**src/rtl/lsu_pkg.sv**
```systemverilog
// Shared types and constants for the load/store unit: FSM state, access-size
// encodings, byte-enable patterns and the store-side lane helpers.
package lsu_pkg;

  typedef enum logic [1:0] {
    ST_IDLE = 2'd0,
    ST_REQ  = 2'd1,
    ST_RESP = 2'd2
  } lsu_state_e;

  // Access size encodings; 2'd3 is handled as a word everywhere.
  localparam logic [1:0] SZ_BYTE = 2'd0;
  localparam logic [1:0] SZ_HALF = 2'd1;
  localparam logic [1:0] SZ_WORD = 2'd2;

  // Byte-enable patterns before lane shifting.
  localparam logic [3:0] BE_BYTE    = 4'b0001;
  localparam logic [3:0] BE_HALF_LO = 4'b0011;
  localparam logic [3:0] BE_HALF_HI = 4'b1100;
  localparam logic [3:0] BE_WORD    = 4'b1111;

  // Byte enables for an access of the given size at the given word offset.
  function automatic logic [3:0] lsu_byte_en(input logic [1:0] size,
                                             input logic [1:0] offset);
    case (size)
      SZ_BYTE: return BE_BYTE << offset;
      SZ_HALF: return offset[1] ? BE_HALF_HI : BE_HALF_LO;
      default: return BE_WORD;
    endcase
  endfunction

  // Right-justified store data replicated across every lane it may occupy.
  function automatic logic [31:0] lsu_store_data(input logic [1:0]  size,
                                                 input logic [31:0] data);
    case (size)
      SZ_BYTE: return {4{data[7:0]}};
      SZ_HALF: return {2{data[15:0]}};
      default: return data;
    endcase
  endfunction

endpackage

```
**src/rtl/lsu_load_align.sv**
```systemverilog
// Load-data lane selection and sign/zero extension (purely combinational).
module lsu_load_align
  import lsu_pkg::*;
(
  input  logic [31:0] word,
  input  logic [1:0]  offset,
  input  logic [1:0]  size,
  input  logic        is_unsigned,
  output logic [31:0] data
);

  logic [7:0]  byte_lane;
  logic [15:0] half_lane;

  // Pick the addressed byte/half, then extend to 32 bits.
  always_comb begin
    byte_lane = '0;
    case (offset)
      2'd0:    byte_lane = word[7:0];
      2'd1:    byte_lane = word[15:8];
      2'd2:    byte_lane = word[23:16];
      default: byte_lane = word[31:24];
    endcase
    half_lane = offset[1] ? word[31:16] : word[15:0];
    case (size)
      SZ_BYTE: data = {{24{~is_unsigned & byte_lane[7]}}, byte_lane};
      SZ_HALF: data = {{16{~is_unsigned & half_lane[15]}}, half_lane};
      default: data = word;
    endcase
  end

endmodule

```
**src/rtl/load_store_unit.sv**
```systemverilog
// Load/store unit: turns a held CPU access into a single registered memory
// request, waits for ack (bounded by TIMEOUT_CYC), then pulses o_done.
// Optional feature: define LSU_MISALIGN_TRAP_EN to trap misaligned half/word
// accesses instead of silently aligning them.
module load_store_unit
  import lsu_pkg::*;
#(
  parameter int unsigned TIMEOUT_CYC = 255
) (
  input  logic        i_clk,
  input  logic        i_rst,
  input  logic        i_valid,
  input  logic        i_MemRead,
  input  logic        i_MemWrite,
  input  logic [1:0]  i_size,
  input  logic        i_unsigned,
  input  logic [31:0] i_addr,
  input  logic [31:0] i_wData,
  output logic        o_stall,
  output logic        o_done,
  output logic [31:0] o_rData,
  output logic        o_err,
  output logic        o_misalign,
  output logic        o_mem_req,
  output logic        o_mem_we,
  output logic [31:0] o_mem_addr,
  output logic [3:0]  o_mem_be,
  output logic [31:0] o_mem_wdata,
  input  logic        i_mem_ack,
  input  logic [31:0] i_mem_rdata
);

  localparam int unsigned LAST_WAIT = (TIMEOUT_CYC == 0) ? 0 : TIMEOUT_CYC - 1;
  localparam int unsigned CNT_W     = (LAST_WAIT < 2) ? 1 : $clog2(LAST_WAIT + 1);

  lsu_state_e       state;
  logic [CNT_W-1:0] wait_cnt;
  logic [1:0]       off_q;
  logic [1:0]       size_q;
  logic             uns_q;
  logic             load_q;
  logic             err_q;
  logic [31:0]      rdata_q;
  logic [31:0]      load_data;
  logic             cmd_ok;
  logic             misaligned;
  logic             in_resp;

  assign cmd_ok  = i_MemRead ^ i_MemWrite;
  assign in_resp = (state == ST_RESP);

`ifdef LSU_MISALIGN_TRAP_EN
  logic mis_q;
  assign misaligned = ((i_size == SZ_HALF) & i_addr[0]) | (i_size[1] & (|i_addr[1:0]));
`else
  assign misaligned = 1'b0;
`endif

  // Access FSM together with the registered memory-bus fields.
  always_ff @(posedge i_clk or posedge i_rst) begin
    if (i_rst) begin
      state       <= ST_IDLE;
      wait_cnt    <= '0;
      off_q       <= '0;
      size_q      <= '0;
      uns_q       <= 1'b0;
      load_q      <= 1'b0;
      err_q       <= 1'b0;
      rdata_q     <= '0;
      o_mem_req   <= 1'b0;
      o_mem_we    <= 1'b0;
      o_mem_addr  <= '0;
      o_mem_be    <= '0;
      o_mem_wdata <= '0;
    end else begin
      case (state)
        ST_IDLE: begin
          err_q  <= 1'b0;
          load_q <= 1'b0;
          if (i_valid) begin
            if (!cmd_ok) begin
              // Both or neither direction: complete with error, no bus cycle.
              err_q <= 1'b1;
              state <= ST_RESP;
            end else if (misaligned) begin
              state <= ST_RESP;
            end else begin
              state       <= ST_REQ;
              wait_cnt    <= '0;
              o_mem_req   <= 1'b1;
              o_mem_we    <= i_MemWrite;
              o_mem_addr  <= {i_addr[31:2], 2'b00};
              o_mem_be    <= lsu_byte_en(i_size, i_addr[1:0]);
              o_mem_wdata <= i_MemWrite ? lsu_store_data(i_size, i_wData) : '0;
              off_q       <= i_addr[1:0];
              size_q      <= i_size;
              uns_q       <= i_unsigned;
              load_q      <= i_MemRead;
              rdata_q     <= '0;
            end
          end
        end
        ST_REQ: begin
          if (i_mem_ack || (wait_cnt == CNT_W'(LAST_WAIT))) begin
            state       <= ST_RESP;
            o_mem_req   <= 1'b0;
            o_mem_we    <= 1'b0;
            o_mem_addr  <= '0;
            o_mem_be    <= '0;
            o_mem_wdata <= '0;
            rdata_q     <= i_mem_ack ? i_mem_rdata : '0;
            err_q       <= ~i_mem_ack;
          end else begin
            wait_cnt <= wait_cnt + 1'b1;
          end
        end
        ST_RESP: begin
          state  <= ST_IDLE;
          err_q  <= 1'b0;
          load_q <= 1'b0;
        end
        default: state <= ST_IDLE;
      endcase
    end
  end

`ifdef LSU_MISALIGN_TRAP_EN
  // Remember that the completing access was a misalignment trap.
  always_ff @(posedge i_clk or posedge i_rst) begin
    if (i_rst) begin
      mis_q <= 1'b0;
    end else begin
      mis_q <= (state == ST_IDLE) & i_valid & cmd_ok & misaligned;
    end
  end

  assign o_misalign = in_resp & mis_q;
`else
  assign o_misalign = 1'b0;
`endif

  lsu_load_align u_align (
    .word       (rdata_q),
    .offset     (off_q),
    .size       (size_q),
    .is_unsigned(uns_q),
    .data       (load_data)
  );

  assign o_done  = in_resp;
  assign o_err   = in_resp & err_q;
  assign o_rData = (in_resp & load_q & ~err_q) ? load_data : '0;
  assign o_stall = i_valid & ~o_done;

endmodule

```
**config.mk**
```make
export PLATFORM = sky130hd
export DESIGN_NAME = load_store_unit
export DESIGN_NICKNAME = d
export VERILOG_FILES = /design/src/rtl/lsu_pkg.sv /design/src/rtl/lsu_load_align.sv /design/src/rtl/load_store_unit.sv
export SDC_FILE = /design/constraint.sdc
export NUM_CORES = 1
export LEC_CHECK = 0
export CORE_ASPECT_RATIO = 0.6
export CORE_MARGIN = 2
export CORE_UTILIZATION = 46
export DETAILED_ROUTE_END_ITERATION = 16
export GPL_ROUTABILITY_DRIVEN = 0
export HOLD_SLACK_MARGIN = 0.08
export PLACE_DENSITY = 0.89
export SLEW_MARGIN = 20
export SYNTH_ARGS = -nofsm -noshare
export SYNTH_HDL_FRONTEND = slang
export SYNTH_HIERARCHICAL = 1
export SYNTH_SLANG_ARGS = --single-unit
```
**constraint.sdc**
```tcl
create_clock -name i_clk -period 4.6 [get_ports i_clk]
set_input_delay 0.46 -clock i_clk [delete_from_list [all_inputs] [get_ports i_clk]]
set_output_delay 0.46 -clock i_clk [all_outputs]
set_load 0.05 [all_outputs]
```
======== Yosys cells after proc, flatten, opt, wreduce, memory -nomap -nowiden ========
Index checks and enable logic that the tools add are counted.
operators by class
  shifts and indexed selects .............. 1
  reduce and logical (&&, ||, !) cells .... 13
  bitwise operators ....................... 11
  equal/unequal tests ..................... 11
  divide/modulo/power cells ............... 0
  add/subtract/negate cells ............... 1
  order comparisons ....................... 0
  multiplexer cells ....................... 46
  multiply operators ...................... 0
operators with widths
  cell                   number
  $mux W32               11
  $pmux W32 S2           5
  $mux W8                3
  $pmux W8 S3            1
  $mux W16               1
  $mux W4                4
  $pmux W4 S2            2
  $pmux W8 S2            1
  $mux W1                10
  $add A8 B1 Y8 const B  1
  $eq A2 B1 Y1 const B   4
  $eq A8 B8 Y1 const B   1
  $logic_not A2 Y1       4
  $ne A2 B2 Y1 const B   4
  $reduce_and A4 Y1      2
  $and A1 B1 Y1          6
  $mux W2                3
  $pmux W1 S2            3
  $eq A2 B2 Y1 const B   2
  $not A1 Y1             4
  $pmux W2 S2            1
  $reduce_and A2 Y1      2
  $reduce_bool A2 Y1     2
  $shl A1 B2 Y4 const A  1
  other kinds (5)        5
storage, ports and cells
  ROM bits ................................ 0
  register bits after elaboration ......... 119
  memories kept ........................... 0
  input bits .............................. 105
  bits in latches ......................... 0
  output and inout port bits .............. 106
  bits in writable memories ............... 0
  word-level logic and storage cells ...... 96

======== Logic depth before layout (Yosys ltp) ========
Gate-level depths: netlist (run 1).
  depth after elaboration ................. 6
  gate-level depth with buffers ........... 9
  gate-level depth less buffers ........... 6

======== Hierarchy ========
Netlist (run 1), hierarchy kept.
modules (own cells, without submodules)
  module           instances  sequential area each (um^2)  cells an instance  area each (um^2)
  load_store_unit  1          2,927.8                      457                5,406.4
  lsu_load_align   1          0.0                          115                845.8

======== Least setup slack after synthesis (run 1) ========
Ideal clock, no wire load.
  path type ............................... reg-to-output
  start point ............................. register size_q[1]
  end point ............................... output o_rData[21]
  required time ........................... 4,140 ps
  path slack .............................. 2,172 ps
  arrival ................................. 1,968 ps
  path buffers ............................ 4
  stages on the path, launching flop included .. 9
  cells stage by stage .................... dfrtp_1 > buf_6 > or2_1 > buf_2 > or3_1 > buf_6 > buf_6 > o211ai_2 > and2_1
on the way
  cells in the longest elaborated chain, start to end .. 3
  elaborated cells on any way between the ends .. 4
  classes of those cells .................. eq/ne: 1; mux: 2; reduce/logical: 1
ends and longest elaborated chain
  item                                              line                    source
  start: declaration                                load_store_unit.sv:39   logic [1:0] size_q;
  start signal: assignment                          load_store_unit.sv:96   size_q <= i_size;
  $eq A2 B1 Y1 or $logic_not A2 Y1 (tied branches)  lsu_load_align.sv:25    case (size)
  $pmux W32 S2 *                                    lsu_load_align.sv:25
  net load_data[21]                                 load_store_unit.sv:44   logic [31:0] load_data;
  $mux W32 *                                        load_store_unit.sv:152  assign o_rData = (in_resp & load_q & ~err_q) ? load_data : '0;
  end: declaration                                  load_store_unit.sv:21   output logic [31:0] o_rData,
The timed path passes the listed nets; every way through them passes the cells marked *.

======== Worst setup path after layout (run 1) ========
  start point ............................. register size_q[1]
  end point ............................... output o_rData[17]
Same word-level chain as after synthesis.

==> results.md, run 1 <==
* Synthesis Warnings at 6
* Synth Area in XOR/XNOR at 0
* DP HPWL at 13400 um
* Final hold vios at 0
* WL met1 at 8370 um
* Root Buffer: clkbuf_16
* Number of fillers in the final layout at 957
* Largest area contributor in the netlist: dfrtp_1
* Vias in the first global route at 5562
* Die Y at 94.3 um
* GRT Total Usage at 0.264
* Postcts setup bufs at 0
* Worst EP arrival at 3.47 ns
* Syn Inst Count at 572
* Register Area at 0.00293 mm2
* Number of flops mapped to enable cells by yosys at 0
* # resized after CTS at 0
* Rows at 32
* Min Tclk post-route at 3.93 ns
* Power Total at 0.00593 W
* Layout net count at 867
* Mean post-synth cell area at 10.9 um2
* TritonRoute pass-1 iters at 5
* CP Launch Type: register
* Layout Utilization at 0.682
* Core Region at 0.0131 mm2
* # setup viols final at 0
* Layout cells sized above 1 at 0.0938
* IO Port Bufs at 207
* Adder-Cell Fraction of Synth Area at 0.0140
* Clk sinks at 117
* Post-synthesis compound-gate area fraction at 0.251
* First-pass GRT wire length at 29800 um
* Die X at 155 um
* Fin. max-slew vios at 0
* DIE AREA at 0.0146 mm2
* Area Overhead vs Synth at 42.4%
* Cts bufs inserted at 17
* Hold Startpoint: o_mem_we
* Final period util at 0.853
* Pin count of the biggest net entering global routing at 101
* LEAKAGE at 4.08 nW
* Async S/R FF share, synth at 1.00
* Commonest non-fill, non-tap cell in the layout: clkdlybuf4s50_1
* Maxcap violations at 0
* Ant diodes at 0
* Initial antenna violation count at 0
* Most frequent cells in the layout: 207 x clkdlybuf4s50_1, 117 x dfrtp_1, 46 x a22o_1
* VDD IR-drop max at 0.564 mV
* Synth cell types at 53
* Total Wirelength at 19200 um
* Setup TNS at 0 ns
* CTS tree: yes
* Post-synthesis simple-gate area fraction at 0.131
* Worst Tran Pin Value at 0.994 ns
* Total gr overflow at 0
* PwrDens at 666 mW/mm2
* Bufs on Longest Clock Path at 2
* Worst clock skew at 0.00607 ns
* Per-cell routed wire length at 20.5 um
* Largest family of logic cells by synthesized area: compound AO/OA/AOI/OAI gates
* Critical path data required time at 4.14 ns
* # DRC at 0
* Dominant synthesized flop cell: dfrtp_1
* Worst slack at placement at 0.912 ns
* Multiplexer share of the synthesized area at 0.0798
* RSZ-0062 raised after global routing: false
* Status: finished clean
* Final worst slack at 0.675 ns
* Cts hold-fix bufs at 0
* Top cell type's share of synthesized area at 0.468
* Synthesized flop and latch total at 117
* Crit end category: primary output
* Crit Path Max Fanout at 25
* Crit Path Category: reg2out
* H-tree levels at 4
* WL met2 at 8880 um
* Top Layer Used: met4
* ANT nets after route at 0
* Largest cells by area after synthesis: dfrtp_1 47%, a22o_1 6.4%, mux2i_1 6.2%
* Maximum achievable frequency at 0.255 GHz
* Initial DRC Count at 499
* Relative slew margins at 0.338
* Worst Hold Class: reg2reg
* Fraction of the yosys area taken by sequential cells at 0.468
* Post-placement cell count at 906
* Area of the multi-input gates at 0.00300 mm2
* Via count at 5594
* Mapped cell area at 0.00625 mm2
* RR Startpoint: state[1]
* Vias/cell at 5.96
* Layout Cells excl Fill at 938
* CP startpoint: size_q[1]
* I/O Pins at 211
* Skew-Pair Late Insertion Delay at 0.41 ns
* Met3 wire len at 1680 um
* Clock-pin slew on the worst setup and hold paths at 0.06 ns
* Starting Density at 0.479
-- synth_stat cells (2+ instances only) --
| cell | instances |
|---|---|
| a22oi_1 | 10 |
| o21a_1 | 2 |
| nor2_1 | 7 |
| nor2b_1 | 11 |
| buf_6 | 6 |
| nand4_1 | 33 |
| o221ai_1 | 8 |
| a211o_1 | 2 |
| o22a_1 | 7 |
| nor2_2 | 2 |
| a21o_1 | 3 |
| ha_1 | 7 |
| a211oi_1 | 2 |
| a21oi_1 | 7 |
| and2_1 | 35 |
| nand2_1 | 43 |
| o211ai_2 | 10 |
| o31ai_1 | 9 |
| mux2_4 | 2 |
| o211ai_1 | 8 |
| nand2b_1 | 2 |
| mux2_2 | 7 |
| nand3_1 | 5 |
| buf_4 | 6 |
| nand2_2 | 2 |
| buf_2 | 24 |
| nor3_1 | 2 |
| dfrtp_1 | 117 |
| o2bb2ai_1 | 17 |
| mux2i_1 | 39 |
| o21ai_0 | 15 |
| inv_1 | 8 |
| clkbuf_1 | 18 |
| a21bo_1 | 32 |
| a22o_1 | 46 |
-- per-layer routing --
layer  up-vias  GRT usage
li1       2508          -
met1      2714      0.356
met2       331      0.428
met3        41     0.0692
met4         0     0.0694
met5         -          0
-- worst max-delay path, cell delays in order (launching register included) --
cell	delay (ns)
dfrtp_1	0.47
or2_1	0.61
or3_1	0.79
o211ai_1	0.21
and2_1	0.16
clkdlybuf4s50_1	0.80
-- logic make-up (layout without fill, tap and decap cells) --
kind of cell / after synthesis / after routing
AOI/OAI and AO/OA: 184 / 184
other: 1 / 3
and+or+nand+nor: 150 / 150
muxes: 48 / 48
adders and majority gates: 7 / 7
DFF: 117 / 117
buffers and inverters: 65 / 259
-- final timing paths --
check	slack [ns]	end	depth (start not counted)
max in group asynchronous	3.14	o_mem_addr[3]	3
worst max register to register	1.62	o_mem_be[1]	7
worst min register to register	0.48	o_mem_we	1
worst max-delay path	0.67	o_rData[17]	5
min in group asynchronous	0.59	o_mem_wdata[24]	2
worst min-delay path	0.48	o_mem_we	1
-- area by class of cell --
class / instances / share of cell area
multi-input cells: 392 / 0.337
flip-flops and latches: 117 / 0.329
repair buffers: 217 / 0.242
clock buffers: 18 / 0.0493
well taps: 170 / 0.0239
clock inverters: 14 / 0.0143
inverters: 10 / 0.00478
-- state kept, by name (all words and copies together), names as in the netlist, 2 cells and up --
register / count
o_mem_wdata: 32
off_q: 2
wait_cnt: 8
o_mem_be: 4
size_q: 2
state: 2
rdata_q: 32
o_mem_addr: 30
-- metrics by stage --
| stage | hold WS [ns] | instance area [um2] |
|---|---|---|
| 2_1_floorplan | 0.445 | 6260 |
| 3_3_place_gp | 0.461 | 8320 |
| 3_5_place_dp | 0.465 | 8330 |
| 4_1_cts | 0.478 | 8890 |
| 5_1_grt | 0.504 | 8900 |
| 6_report | 0.477 | 8900 |
-- power breakdown --
part           switching [W]  leakage [nW]  internal [W]  total, W
clock network       0.000500         0.269      0.000761   0.00126
logic                0.00192          2.26       0.00107   0.00299
registers           0.000289          1.55       0.00139   0.00168
(Power assumes the default switching activity.)
==> run 2, diff against run 1 <==
CORE_ASPECT_RATIO = 1.25   (was 0.6)
==> run 2 against run 1 <==
Net effect: utilization is 1.1 points lower; largest power group unchanged; total power is 0.47% lower; critical path type unchanged; wire length decreased by 6.1%; worst hold slack got worse by 0.0042 ns.
==> results.md, run 2 (synthesized netlist as in run 1, its figures left out) <==
* Combinational group share of total power at 0.501
* Total gr overflow at 0
* TritonRoute pass-1 iters at 4
* Root Buffer: clkbuf_16
* Final hold vios at 0
* Relative slew margins at 0.369
* # DRC at 0
* Worst Hold Class: reg2reg
* Area Overhead vs Synth at 42.7%
* Worst clock skew at 0.00918 ns
* Sequential power share at 0.285
* Maximum achievable frequency at 0.242 GHz
* Sw Share at 0.447
* Initial DRC Count at 259
* Layout cells sized above 1 at 0.0947
* Die X at 108 um
* Fin. max-slew vios at 0
* Vias in the first global route at 5663
* First-pass GRT wire length at 29200 um
* Post-placement cell count at 910
* Clk sinks at 117
* Pin count of the biggest net entering global routing at 70
* CTS tree: yes
* Clock power frac at 0.214
* Regs by FF count: o_mem_wdata x32, rdata_q x32, o_mem_addr x30
* ANT nets after route at 0
* Worst Tran Pin Value at 0.947 ns
* Power Total at 0.00590 W
* Crit Path Category: reg2out
* Rows at 47
* Layout net count at 871
* Cells along the critical path: or2_1 > or3_1 > o211ai_1 > and2_1 > clkdlybuf4s50_1
* Layout Cells excl Fill at 942
* Die Y at 134 um
* Skew-Pair Late Insertion Delay at 0.40 ns
* VDD IR-drop max at 0.570 mV
* Setup TNS at 0 ns
* # resized after CTS at 0
* Area of the multi-input gates at 0.00300 mm2
* Core Region at 0.0133 mm2
* Worst EP arrival at 3.67 ns
* Crit path max-delay cell type: or2_1
* Crit path max-delay family: simple AND/OR/NAND/NOR gates
* Crit Path Max Fanout at 25
* Critical path data required time at 4.14 ns
* Cts bufs inserted at 17
* Register Area at 0.00293 mm2
* Final period util at 0.897
* Starting Density at 0.470
* Postcts setup bufs at 0
* RSZ-0062 raised after global routing: false
* Commonest non-fill, non-tap cell in the layout: clkdlybuf4s50_1
* Clock-pin slew on the worst setup and hold paths at 0.06 ns
* CP bufs+invs at 1
* LEAKAGE at 4.10 nW
* PwrDens at 662 mW/mm2
* Initial antenna violation count at 0
* Worst slack at placement at 0.912 ns
* Most frequent cells in the layout: 207 x clkdlybuf4s50_1, 117 x dfrtp_1, 46 x a22o_1
* Total Wirelength at 18100 um
* Cts hold-fix bufs at 0
* CP Launch Type: register
* Final worst slack at 0.475 ns
* Crit end category: primary output
* I/O Pins at 211
* Max incr delay on CP at 0.82 ns
* Maxcap violations at 0
* Min Tclk post-route at 4.13 ns
* Layout Utilization at 0.671
* DP HPWL at 13100 um
* Number of fillers in the final layout at 1003
* Vias/cell at 5.80
* IO Port Bufs at 207
* DIE AREA at 0.0145 mm2
* H-tree levels at 4
* Via count at 5459
* Switching component of the power at 0.00264 W
* Bufs on Longest Clock Path at 2
* Per-cell routed wire length at 19.2 um
* Ant diodes at 0
* GRT Total Usage at 0.255
* P_int at 0.00327 W
* # setup viols final at 0
* Status: finished clean
-- run 2: changes by cell type in the layout (fill, tap and decap cells not counted), sizes merged --
cell,change
clkinv,+1
bufinv,+1
clkinvlp,-1
clkbuf,+1
buf,+4
inv,-3
-- run 2: worst paths after layout --
check | from | endpoint | slack, ns | cells after the start
min | o_mem_req | o_mem_req | 0.47 | 1
max in group asynchronous | i_rst | o_mem_wdata[4] | 3.21 | 3
min in group asynchronous | i_rst | o_mem_addr[21] | 0.49 | 2
min reg2reg | o_mem_req | o_mem_req | 0.47 | 1
max reg2reg | state[1] | o_mem_addr[6] | 1.46 | 8
max | size_q[1] | o_rData[17] | 0.47 | 5
-- run 2: metrics by stage --
stage / hold slack [ns] / cell area (um2)
4_1_cts: 0.479 / 8910
2_1_floorplan: 0.445 / 6260
5_1_grt: 0.497 / 8920
3_3_place_gp: 0.461 / 8350
6_report: 0.472 / 8920
3_5_place_dp: 0.466 / 8350
-- run 2: final cells by class --
type,instances,share of cell area
clock inverter,12,0.0149
multi-input combinational,392,0.336
tap,171,0.0240
inverter,10,0.00449
sequential,117,0.328
timing repair buffer,221,0.244
clock buffer,19,0.0485
-- run 2: power groups by stage --
stage | registers [W] | clock network (W) | logic [W]
after global routing | 0.00173 | 0.00133 | 0.00310
final | 0.00168 | 0.00127 | 0.00296
after floorplan | 0.00255 | 0 | 0.00112
after CTS | 0.00168 | 0.00129 | 0.00296
after global placement | 0.00166 | 0 | 0.00288
after detailed placement | 0.00168 | 0 | 0.00295
-- run 2: routing by layer --
layer	vias up	part of all wire	GRT usage
met4	0	0.039	0.128
met5	-	0	0
met1	2681	0.38	0.304
met2	225	0.52	0.426
met3	47	0.064	0.0666
li1	2506	-	-
-- run 2: worst register-to-register path: stages, from the launching register on --
cell,delay [ns]
dfrtp_1,0.40
inv_1,0.10
ha_1,0.51
buf_4,0.43
nor2b_1,0.28
o21ai_1,0.16
nand2_4,0.62
buf_4,0.39
a22o_1,0.19
==> run 3, diff against run 2 <==
CTS_CLUSTER_SIZE = 10   (was default)
==> results of run 3 <==
Final layout, timing and power as in run 2 (identical DEF).
==> patch 1, RTL diff (flow settings as in run 1) <==
Encoding of `lsu_state_e`: now one-hot (3 bits for 3 states).
--- a/src/rtl/lsu_pkg.sv
+++ b/src/rtl/lsu_pkg.sv
@@ -4,6 +4,6 @@
 
-  typedef enum logic [1:0] {
-    ST_IDLE = 2'd0,
-    ST_REQ  = 2'd1,
-    ST_RESP = 2'd2
+  typedef enum logic [2:0] {
+    ST_IDLE = 3'b001,
+    ST_REQ  = 3'b010,
+    ST_RESP = 3'b100
   } lsu_state_e;
Behaviour: same outputs for any inputs over 4 cycles, from zero or initial values and one cycle with i_rst high; so few cycles prove little.
==> patch 1 against run 1 <==
Combinational power decreased by 9.4%; global-route usage is 0.56 points higher; setup slack got worse by 0.33 ns; design area fell by 2.8%; area after synthesis decreased by 5.0%; sequential cell count is 1 higher; power fell by 2.1%; utilization fell by 0.21 points; die area is 4.9% lower; wire length is 4.3% lower; register-to-register slack improved by 0.56 ns; critical path depth increased by 1; first-iteration DRC count increased by 16%; sequential power up 5%; critical path type unchanged; largest cell class is now flip-flops and latches; largest power group unchanged.
==> patch 1: results (changes against run 1) <==
number of setup buffers added after CTS 0 (unchanged); top_reg_cell synth dfrtp_1; Worst Path Max Fanout 20 (-20%); Placed Cells 873 (-3.6%); P_int 3.26 mW (+1.2%); Longest Clk Path Bufs 2 (unchanged); commonest cells in the netlist 117 x dfrtp_1, 72 x a22o_1, 47 x nand2_1; Worst Skew 0.0167 ns (+0.0106 ns); cell area after placement 8050 um2 (-3.4%); Util after Layout 68.0% (-0.21 points); hold depth 2 (+1); non-clock buffer share of cell area 24.8% (+0.68 points); H-tree Lvls 4 (unchanged); Synth area leaders dfrtp_1 49%, a22o_1 11%, mux2i_1 3.9%; clk sinks 118 (+0.85%); Non-Filler Instances 906 (-3.4%); multi-input gate share of total cell area 31.2% (-2.5 points); number of global-route vias before repair 5366 (-3.5%); pre-CTS setup slack 0.895 ns (-0.0166 ns); maximum VDD drop 0.451 mV (-20%); Pre-Repair DR Iteration Count 7 (+2); status complete, no violations; crit path max-delay cell type clkdlybuf4s50_1; Seq/total area 34.1% (+1.2 points); Synth cell types 55 (+3.8%); post-synthesis sequential area ratio 49.7% (+2.9 points); Leak 3.76 nW (-7.8%); Clock-cell share 6.92% (+0.56 points); # clk buffers 19 (+1); Layout Nets 831 (-4.2%); DR iter-0 viols 579 (+16%); hpwl dp 12900 um (-4.0%); Buffers on Ports 207 (unchanged); nonclk buf count 216 (-0.46%); Critical Path Max Stage Delay 0.80 ns (about the same); Crit path max-delay family buffers and inverters; Gate power share 46.7% (-3.7 points); layout cells sized above 1 10.1% (+0.68 points); critical path arrival 3.79 ns (+0.32 ns); power share of the clock group 23.0% (+1.7 points); number of fill cells 955 (-0.21%); Rel. slew slack 28.5% (-5.3 points); final wirelength 18400 um (-4.3%); first-pass GRT wire length 28700 um (-3.6%); Vias/cell 5.88 (-1.5%); #MultiIn Comb 360 (-8.2%); Pwr Density 671 nW/um2 (+0.68%); largest net degree at the start of global routing 100 (-0.99%); diode count 0 (unchanged); Post-Synthesis Cells 534 (-6.6%); total track usage 27.0% (+0.56 points)
patch 1: cell types whose count changed in the layout (fill, tap and decap cells not counted), moves of 3 or more:
cell / run 1 / this run
mux2i_1: 39 / 23
a21bo_1: 32 / 0
nor2b_1: 11 / 25
a22o_1: 46 / 72
nand2_1: 43 / 47
ha_1: 7 / 3
o31ai_1: 9 / 0
o2bb2ai_1: 17 / 24
a31oi_1: 0 / 3
mux2_2: 7 / 10
nand4_1: 33 / 0
patch 1: metal layers:
layer,up-vias,wire length (um),global-route usage [%]
met5,-,0,0
met1,2663,8040,37.4
met3,35,1580,7.71
met4,0,308,7.79
li1,2361,-,-
met2,264,8460,41.4
patch 1: cells by family (layout without fill, tap and decap cells):
kind of cell | after synthesis | after routing | synth area share, %
other | 1 | 3 | 0.0632
and+or+nand+nor | 140 | 140 | 12.9
buffers and inverters | 58 | 258 | 5.18
adders and majority gates | 3 | 3 | 0.632
muxes | 33 | 33 | 5.77
DFF | 118 | 118 | 49.7
AOI/OAI and AO/OA | 180 | 180 | 25.6
xor gates and xnor gates | 1 | 1 | 0.148
patch 1: worst paths after layout:
kind | slack (ns) | startpoint | end
max in group asynchronous | 3.15 | i_rst | state[0]
min reg2reg | 0.48 | uns_q | uns_q
min in group asynchronous | 0.51 | i_rst | o_mem_addr[2]
max reg2reg | 2.18 | wait_cnt[0] | o_mem_be[2]
max | 0.35 | off_q[1] | o_rData[11]
min | 0.48 | uns_q | uns_q
patch 1: worst reg2reg max path, stage by stage (launching register included):
cell	delay [ns]
dfrtp_1	0.43
inv_1	0.07
ha_1	0.20
nand3_1	0.19
o21ai_2	0.14
a21oi_4	0.16
buf_4	0.78
a22o_1	0.38
==> patch 2, RTL diff (config.mk and constraints of run 1) <==
Made on the original files. Change the parameter `TIMEOUT_CYC` from 255 to 510.
--- a/src/rtl/load_store_unit.sv
+++ b/src/rtl/load_store_unit.sv
@@ -7,3 +7,3 @@
 #(
-  parameter int unsigned TIMEOUT_CYC = 255
+  parameter int unsigned TIMEOUT_CYC = 510
 ) (
Behaviour: same outputs for any inputs over 4 cycles, from zero or initial values and one cycle with i_rst high; that may be too few to reach the edited logic, so the function may still have changed.
==> patch 2 against run 1 <==
Power rose by 4.5%; highest routed layer unchanged; register-to-register slack worse by 0.08 ns; largest power group unchanged; clock skew grew 0.011 ns; sequential cell count grew 1; design area increased by 3.9%; wire length increased by 1.9%; setup slack worse by 0.0063 ns; area after synthesis is 3.7% higher; critical endpoint is now o_rData[18]; largest cell class unchanged.
==> patch 2: results (changes against run 1) <==
routed vias 5684 (+1.6%); WL per Instance 19.4 um (-5.6%); hpwl dp 14200 um (+5.2%); CP endpoint o_rData[18]; Clock-cell share 6.58% (+0.22 points); pre-CTS setup slack 1.09 ns (+0.182 ns); Placed Cells 980 (+8.2%); Avg Cell Area, Syn 10.4 um2 (-4.5%); Slew @ Worst Pin 1.02 ns (+0.0290 ns); Fmax achieved 0.254 GHz (-0.16%); R2R depth 9 (+2); first-pass GRT wire length 30000 um (+0.79%); cell area after placement 8640 um2 (+3.8%); status complete, no violations; DR iter-0 viols 559 (+12%); Synth cell types 50 (-5.7%); layout cells sized above 1 15.5% (+6.1 points); largest net degree at the start of global routing 58 (-43%); Pre-Repair DR Iteration Count 6 (+1); Pwr Density 670 nW/um2 (+0.58%); GR Layer Usage met3 9.64% (+2.7 points); internal reg-to-reg setup slack 1.54 ns (-0.08 ns); post-synthesis sequential area ratio 45.5% (-1.3 points); M1 wire length 8900 um (+6.4%); sw frac 44.1% (-1.5 points)
## patch 2: worst min-delay path by stage
| stage | cells past startpoint | end | from | slack [ns] |
|---|---|---|---|---|
| floorplan | 2 | uns_q | uns_q | 0.44 |
| finish | 2 | uns_q | uns_q | 0.48 |
| detailed placement | 2 | uns_q | uns_q | 0.46 |
| global route | 1 | o_mem_wdata[6] | o_mem_wdata[6] | 0.50 |
| CTS | 2 | uns_q | uns_q | 0.47 |
| global placement | 2 | uns_q | uns_q | 0.46 |
## patch 2: kinds of logic (layout without fill, tap and decap cells)
| kind of cell | Yosys count | in the layout | synth area share (%) |
|---|---|---|---|
| AND/OR/NAND/NOR | 204 | 204 | 16.7 |
| AO/OA/AOI/OAI | 144 | 144 | 18.1 |
| flip-flops | 118 | 118 | 45.5 |
| multiplexers | 80 | 80 | 13.2 |
| buffers and inverters | 67 | 264 | 5.02 |
| adder cells (fa/ha/maj) | 7 | 7 | 1.35 |
| other | 1 | 3 | 0.0578 |
